File: src/rtl/ir_nec_decoder_if.sv
// ir_nec_decoder_if
//   Groups the decoder's receiver input and decoded-code outputs.
//   master : decoder side (samples ir_in, drives the code/pulse outputs)
//   slave  : consumer side (drives ir_in, observes the decoder outputs)
// Signals:
//   ir_in                 raw receiver output, idle high, mark = low, asynchronous
//   decoded_ir_out[31:0]  last good code, held between frames
//   decoded_ir_out_valid  one-cycle pulse when decoded_ir_out was updated
//   repeat_out            one-cycle pulse on a valid repeat frame
//   error_out             one-cycle pulse on a timing (or checksum) failure
//   busy_out              high while a frame is being received
interface ir_nec_decoder_if;
    logic        ir_in;
    logic [31:0] decoded_ir_out;
    logic        decoded_ir_out_valid;
    logic        repeat_out;
    logic        error_out;
    logic        busy_out;

    modport master (
        input  ir_in,
        output decoded_ir_out,
        output decoded_ir_out_valid,
        output repeat_out,
        output error_out,
        output busy_out
    );

    modport slave (
        output ir_in,
        input  decoded_ir_out,
        input  decoded_ir_out_valid,
        input  repeat_out,
        input  error_out,
        input  busy_out
    );
endinterface

File: src/rtl/ir_nec_decoder.sv
// ir_nec_decoder
//   Turns the demodulated IR receiver output into 32-bit NEC codes. Mark and space
//   lengths are measured in half-unit ticks and checked against fixed windows; a
//   frame with bad timing produces an error pulse instead of a code.
// Ports:
//   clk_pixel_in  pixel clock, the only clock
//   rst_in        asynchronous active-low reset
//   ir            ir_nec_decoder_if.master (ir_in in; code, valid, repeat, error, busy out)
// Parameters:
//   HALF_UNIT_CYCLES    clk_pixel_in cycles per half unit
//   TIMEOUT_HALF_UNITS  half units after which any mark or space aborts the frame
// Build option:
//   IR_CHECKSUM_EN  when defined, a completed data frame must carry inverted
//                   address/command bytes; otherwise any 32-bit pattern is accepted.
module ir_nec_decoder #(
    parameter int unsigned HALF_UNIT_CYCLES   = 20883,
    parameter int unsigned TIMEOUT_HALF_UNITS = 40
) (
    input  logic             clk_pixel_in,
    input  logic             rst_in,
    ir_nec_decoder_if.master ir
);

    localparam int unsigned CntW = (HALF_UNIT_CYCLES > 1) ? $clog2(HALF_UNIT_CYCLES) : 1;

    localparam logic [2:0] StIdle      = 3'd0;
    localparam logic [2:0] StLeadMark  = 3'd1;
    localparam logic [2:0] StLeadSpace = 3'd2;
    localparam logic [2:0] StBitMark   = 3'd3;
    localparam logic [2:0] StBitSpace  = 3'd4;
    localparam logic [2:0] StStopMark  = 3'd5;

    // ---------------- input conditioning ----------------
    logic sync1_q, sync2_q, prev_q;
    logic fall_q, rise_q;

    // Edge pulses are registered, so every edge reaches the FSM with the same
    // fixed delay and measured lengths stay exact.
    always_ff @(posedge clk_pixel_in or negedge rst_in) begin
        if (!rst_in) begin
            sync1_q <= 1'b1;
            sync2_q <= 1'b1;
            prev_q  <= 1'b1;
            fall_q  <= 1'b0;
            rise_q  <= 1'b0;
        end else begin
            sync1_q <= ir.ir_in;
            sync2_q <= sync1_q;
            prev_q  <= sync2_q;
            fall_q  <= prev_q & ~sync2_q;
            rise_q  <= ~prev_q & sync2_q;
        end
    end

    logic edge_seen;
    assign edge_seen = fall_q | rise_q;

    // ---------------- prescaler and half-unit counter ----------------
    logic [CntW-1:0] cnt_q, cnt_d;
    logic [5:0]      hu_q, hu_d, hu_eff;
    logic            tick;

    assign tick = (cnt_q == CntW'(HALF_UNIT_CYCLES - 1));
    // Length including a tick landing this cycle, so a period of N half units
    // measures exactly N at the edge that ends it.
    assign hu_eff = (tick && (hu_q != 6'd63)) ? hu_q + 6'd1 : hu_q;

    always_comb begin
        cnt_d = cnt_q;
        hu_d  = hu_eff;
        if (edge_seen) begin
            cnt_d = '0;
            hu_d  = 6'd0;
        end else if (tick) begin
            cnt_d = '0;
        end else begin
            cnt_d = cnt_q + CntW'(1);
        end
    end

    function automatic logic in_win(input logic [5:0] v, input logic [5:0] lo,
                                    input logic [5:0] hi);
        return (v >= lo) && (v <= hi);
    endfunction

    // ---------------- frame FSM ----------------
    logic [2:0]  state_q, state_d;
    logic [4:0]  bit_cnt_q, bit_cnt_d;
    logic [31:0] shreg_q, shreg_d;
    logic        rpt_q, rpt_d;
    logic [31:0] code_q, code_d;
    logic        valid_q, valid_d;
    logic        repeat_q, repeat_d;
    logic        error_q, error_d;
    logic        bad;
    logic        cksum_ok;

`ifdef IR_CHECKSUM_EN
    assign cksum_ok = (shreg_q[23:16] == ~shreg_q[31:24]) && (shreg_q[7:0] == ~shreg_q[15:8]);
`else
    assign cksum_ok = 1'b1;
`endif

    always_comb begin
        state_d   = state_q;
        bit_cnt_d = bit_cnt_q;
        shreg_d   = shreg_q;
        rpt_d     = rpt_q;
        code_d    = code_q;
        valid_d   = 1'b0;
        repeat_d  = 1'b0;
        error_d   = 1'b0;
        bad       = 1'b0;

        case (state_q)
            StIdle: begin
                if (fall_q) begin
                    state_d = StLeadMark;
                    rpt_d   = 1'b0;
                end
            end
            StLeadMark: begin
                if (rise_q) begin
                    if (in_win(hu_eff, 6'd28, 6'd36)) state_d = StLeadSpace;
                    else                              bad     = 1'b1;
                end
            end
            StLeadSpace: begin
                if (fall_q) begin
                    if (in_win(hu_eff, 6'd14, 6'd18)) begin
                        state_d   = StBitMark;
                        bit_cnt_d = 5'd0;
                        shreg_d   = 32'h0;
                    end else if (in_win(hu_eff, 6'd6, 6'd10)) begin
                        state_d = StStopMark;
                        rpt_d   = 1'b1;
                    end else begin
                        bad = 1'b1;
                    end
                end
            end
            StBitMark: begin
                if (rise_q) begin
                    if (in_win(hu_eff, 6'd1, 6'd3)) state_d = StBitSpace;
                    else                            bad     = 1'b1;
                end
            end
            StBitSpace: begin
                if (fall_q) begin
                    if (in_win(hu_eff, 6'd1, 6'd3) || in_win(hu_eff, 6'd5, 6'd7)) begin
                        // First received bit ends up in bit 31.
                        shreg_d   = {shreg_q[30:0], in_win(hu_eff, 6'd5, 6'd7)};
                        bit_cnt_d = bit_cnt_q + 5'd1;
                        state_d   = (bit_cnt_q == 5'd31) ? StStopMark : StBitMark;
                    end else begin
                        bad = 1'b1;
                    end
                end
            end
            StStopMark: begin
                if (rise_q) begin
                    if (!in_win(hu_eff, 6'd1, 6'd3)) begin
                        bad = 1'b1;
                    end else if (rpt_q) begin
                        repeat_d = 1'b1;
                        state_d  = StIdle;
                    end else if (!cksum_ok) begin
                        bad = 1'b1;
                    end else begin
                        code_d  = shreg_q;
                        valid_d = 1'b1;
                        state_d = StIdle;
                    end
                end
            end
            default: state_d = StIdle;
        endcase

        // An edge in the same cycle wins over the timeout.
        if ((state_q != StIdle) && !edge_seen && (hu_q >= 6'(TIMEOUT_HALF_UNITS))) begin
            bad = 1'b1;
        end

        if (bad) begin
            error_d   = 1'b1;
            valid_d   = 1'b0;
            repeat_d  = 1'b0;
            code_d    = code_q;
            shreg_d   = 32'h0;
            rpt_d     = 1'b0;
            // A failing fall may be the lead mark of a fresh frame.
            state_d   = fall_q ? StLeadMark : StIdle;
        end
    end

    always_ff @(posedge clk_pixel_in or negedge rst_in) begin
        if (!rst_in) begin
            cnt_q     <= '0;
            hu_q      <= 6'd0;
            state_q   <= StIdle;
            bit_cnt_q <= 5'd0;
            shreg_q   <= 32'h0;
            rpt_q     <= 1'b0;
            code_q    <= 32'h0;
            valid_q   <= 1'b0;
            repeat_q  <= 1'b0;
            error_q   <= 1'b0;
        end else begin
            cnt_q     <= cnt_d;
            hu_q      <= hu_d;
            state_q   <= state_d;
            bit_cnt_q <= bit_cnt_d;
            shreg_q   <= shreg_d;
            rpt_q     <= rpt_d;
            code_q    <= code_d;
            valid_q   <= valid_d;
            repeat_q  <= repeat_d;
            error_q   <= error_d;
        end
    end

    assign ir.decoded_ir_out       = code_q;
    assign ir.decoded_ir_out_valid = valid_q;
    assign ir.repeat_out           = repeat_q;
    assign ir.error_out            = error_q;
    assign ir.busy_out             = (state_q != StIdle);

endmodule

File: src/flat_wrapper.sv
// flat-port wrapper written by rule: the top's interface ports become plain ports
module ir_nec_decoder_flat 
#(
    parameter int unsigned HALF_UNIT_CYCLES   = 20883,
    parameter int unsigned TIMEOUT_HALF_UNITS = 40
)
  (clk_pixel_in, rst_in, ir_ir_in, ir_decoded_ir_out, ir_decoded_ir_out_valid, ir_repeat_out, ir_error_out, ir_busy_out);
  ir_nec_decoder_if ir_i ();
  input  logic clk_pixel_in;
  input  logic rst_in;
  input wire logic [$bits(ir_i.ir_in)-1:0] ir_ir_in;
  output wire logic [$bits(ir_i.decoded_ir_out)-1:0] ir_decoded_ir_out;
  output wire logic [$bits(ir_i.decoded_ir_out_valid)-1:0] ir_decoded_ir_out_valid;
  output wire logic [$bits(ir_i.repeat_out)-1:0] ir_repeat_out;
  output wire logic [$bits(ir_i.error_out)-1:0] ir_error_out;
  output wire logic [$bits(ir_i.busy_out)-1:0] ir_busy_out;
  assign ir_i.ir_in = ir_ir_in;
  assign ir_decoded_ir_out = ir_i.decoded_ir_out;
  assign ir_decoded_ir_out_valid = ir_i.decoded_ir_out_valid;
  assign ir_repeat_out = ir_i.repeat_out;
  assign ir_error_out = ir_i.error_out;
  assign ir_busy_out = ir_i.busy_out;
  ir_nec_decoder #(.HALF_UNIT_CYCLES(HALF_UNIT_CYCLES), .TIMEOUT_HALF_UNITS(TIMEOUT_HALF_UNITS)) u_core (.clk_pixel_in(clk_pixel_in), .rst_in(rst_in), .ir(ir_i));
endmodule
File: config.mk
export PLATFORM = sky130hd
export DESIGN_NAME = ir_nec_decoder_flat
export DESIGN_NICKNAME = d
export VERILOG_FILES = /design/src/rtl/ir_nec_decoder_if.sv /design/src/rtl/ir_nec_decoder.sv /design/src/flat_wrapper.sv
export SDC_FILE = /design/constraint.sdc
export NUM_CORES = 1
export LEC_CHECK = 0
export ABC_AREA = 1
export CORE_ASPECT_RATIO = 1.2
export CORE_UTILIZATION = 49
export CTS_BUF_LIST = sky130_fd_sc_hd__clkbuf_8
export DETAILED_ROUTE_END_ITERATION = 8
export GPL_TIMING_DRIVEN = 0
export PLACE_DENSITY = 0.69
export SYNTH_ARGS = -nofsm -noshare
export SYNTH_HDL_FRONTEND = slang
export SYNTH_SLANG_ARGS = --single-unit
File: constraint.sdc
create_clock -name clk_pixel_in -period 6.75 [get_ports clk_pixel_in]
set_input_delay 1.35 -clock clk_pixel_in [delete_from_list [all_inputs] [get_ports clk_pixel_in]]
set_output_delay 1.35 -clock clk_pixel_in [all_outputs]
set_load 0.005 [all_outputs]
==> flow_metrics.env <==
export IMPL_hold_start="u_core.sync1_q"
export IMPL_drt_wl_total_um=9980
export IMPL_rsz0062_at_grt="no"
export IMPL_dp_hpwl_um=7290
export IMPL_dr_pass1_iters=4
export IMPL_cts_sinks=102
export IMPL_cp_end_kind="output port"
export IMPL_vias=3928
export IMPL_tightest_slew_ps=564
export IMPL_drv_slew=0
export IMPL_synth_fp_nets=599
export IMPL_core_area_mm2=0.00961
export IMPL_holdPathEnd="u_core.sync2_q"
export IMPL_fin_crit_sh_pct=44.5
export IMPL_clock_skew_ps=8.75
export IMPL_stdcell_count=768
export IMPL_max_freq_mhz=333
export IMPL_initial_core_util_pct=51.0
export IMPL_power_per_cell_area_mw_per_mm2=245
export IMPL_seq_area_mm2=0.00256
export IMPL_cts_buffers=9
export IMPL_status="completed"
export IMPL_cts_tree="built"
export IMPL_worstPathRequired_ps=5400
export IMPL_synth_cell_types=34
export IMPL_chipWidth_um=93.3
export IMPL_arrival_ps=1650
export IMPL_reg2reg_from="u_core.cnt_q[0]"
export IMPL_fin_total_pwr_uw=1390
export IMPL_hold_viol_final=0
export IMPL_ff2ff_path_depth=19
export IMPL_irDropWorstVdd_uv=108
export IMPL_fin_crit_ps=3000
export IMPL_drive_above_1_share_pct=13.2
export IMPL_crit_start="u_core.state_q[1]"
export IMPL_cp_start_kind="flop"
export IMPL_antenna_found_initial=0
export IMPL_portBuffers=38
export IMPL_holdPathStages=0
export IMPL_ys_ff_latch=102
export IMPL_clock_path_buffers=2
export IMPL_cts_root_buf="clkbuf_8"
export IMPL_grt_pass1_vias=3903
export IMPL_htreeDepth=3
export IMPL_tns_ps=0
export IMPL_crit_path_max_fanout=5
export IMPL_placed_cells=752
export IMPL_synth_ff_type="dfrtp_1"
export IMPL_cts_resized=0
export IMPL_cts_hold_buf=0
export IMPL_hold_path_class="reg2reg"
export IMPL_die_area_mm2=0.0104
export IMPL_async_flop_share_pct=100
export IMPL_cap_violations=0
export IMPL_crit_type="reg2out"
export IMPL_die_height_um=112
export IMPL_areaGrowthSynthToFinish_pct=15.5
export IMPL_final_area_mm2=0.00566
export IMPL_n_fill_cell=859
export IMPL_grt_pass1_wl_um=17400
export IMPL_vias_per_cell=5.11
export IMPL_place_congestion=0.892
export IMPL_reg2reg_setup_slack_ps=4090
export IMPL_grt_ovfl_total=0
export IMPL_post_cts_buffers=0
export IMPL_r2r_end="u_core.shreg_q[18]"
export IMPL_fp_row_count=39
export IMPL_synth_seq_area_share_pct=52.1
export IMPL_setup_viol=0
export IMPL_preCtsSetupSlack_ps=4080
export IMPL_p_leak_uw=0.00262
export IMPL_grt_max_degree=69
export IMPL_antenna_cells=0
export IMPL_synth_edf_count=0
export IMPL_path_clk_slew_ps=100
export IMPL_grt_usage_pct=20.8
export IMPL_setup_slack_ps=3750
export IMPL_post_route_drc_count=0
export IMPL_ys_warn_count=0
export IMPL_final_nets=649
export IMPL_drt_initial_drc_count=178
export IMPL_synth_cells=590
export IMPL_wire_per_inst_um=13.0
export IMPL_clk_latency_ps=370
export IMPL_multi_input_comb_area_mm2=0.00201
export IMPL_syn_area_mm2=0.00490
export IMPL_placed_area_mm2=0.00546
export IMPL_slew_headroom_pct=62.3
export IMPL_io_pins=39
export IMPL_ant_nets=0
export IMPL_syn_area_per_cell_um2=8.31
## sequential cells by signal, indices dropped and copies added, names as in the netlist, 3 cells and up
| register | count |
|---|---|
| u_core.state_q | 3 |
| u_core.bit_cnt_q | 5 |
| u_core.ir.decoded_ir_out | 32 |
| u_core.cnt_q | 15 |
| u_core.hu_q | 6 |
| u_core.shreg_q | 32 |
## placed cells by master, fill, tap and decap left out, types with 3 or more instances in the layout
cell type / instances
nor3_1: 8
nor2_2: 3
nand3_1: 49
a21oi_2: 24
ha_1: 6
dfrtp_1: 99
clkdlybuf4s50_1: 37
buf_6: 8
nor4_1: 3
a21oi_1: 17
clkbuf_8: 9
nor3b_1: 3
inv_1: 44
o21ai_1: 7
nand2_1: 188
nor2_4: 3
buf_2: 7
o21ai_0: 16
xor2_1: 4
clkbuf_1: 3
inv_2: 7
nand2_2: 7
o211ai_1: 3
dfstp_2: 3
nor2_1: 66
## worst max-delay path by stage
stage	to	slack, ps
2_1_floorplan	u_core.shreg_q[25]	4580
4_1_cts	ir_busy_out	3730
3_3_place_gp	u_core.state_q[0]	500
5_1_grt	ir_busy_out	3610
6_report	ir_busy_out	3750
3_5_place_dp	u_core.shreg_q[7]	4080
## cell families (layout without fill, tap and decap cells)
group / Yosys count / after routing / share of synthesized area (%)
DFF: 102 / 102 / 52.1
xor gates and xnor gates: 4 / 4 / 0.714
AOI/OAI and AO/OA: 72 / 72 / 9.57
adders and majority gates: 6 / 6 / 1.53
buffers and inverters: 71 / 126 / 6.94
and+or+nand+nor: 335 / 335 / 29.1
## routing by layer
layer | global-route usage [%] | vias to the layer above | routed length, um
met3 | 2.19 | 11 | 263
met5 | 0 | - | 0
met2 | 37.3 | 67 | 5190
met4 | 7.59 | 0 | 146
li1 | - | 1974 | -
met1 | 25.7 | 1876 | 4390
## critical path, stage by stage (launching register included)
cell             delay (ps)
dfrtp_1                 440
nor2_1                  100
inv_1                    70
nor2_1                  160
inv_1                    80
clkdlybuf4s50_1         440
## report_power, final
group	internal, uW	switching, uW
logic	106	225
registers	643	25.7
clock network	173	216
## final cells by class
class / instances / area share, %
multi-input cells: 417 / 35.4
inverters: 52 / 3.47
repair buffers: 39 / 7.16
plain buffers: 19 / 2.54
flip-flops and latches: 102 / 45.1
clock buffers: 9 / 2.19
well taps: 123 / 2.72
clock inverters: 7 / 1.33
## per-stage QoR
stage | hold WS, ps | util [%]
finish | 362 | 58.9
global route | 371 | 58.9
floorplan | 345 | -
global placement | 348 | 56.6
detailed placement | 348 | 56.8
CTS | 365 | 58.9
## synthesized netlist by cell type, types with 4 or more instances
cell type	number	area share (%)
o21ai_0	16	1.6
nand3_1	49	5.0
nand2_1	188	14
inv_1	43	3.3
buf_2	7	0.71
nor3_1	8	0.82
nor2_1	66	5.1
o21ai_1	7	0.71
buf_6	8	1.8
nand2_2	7	0.89
dfrtp_1	99	51
inv_2	7	0.54
a21oi_1	17	1.7
xor2_1	4	0.71
ha_1	6	1.5
a21oi_2	24	4.3
Power figures use the tool's default switching activity.
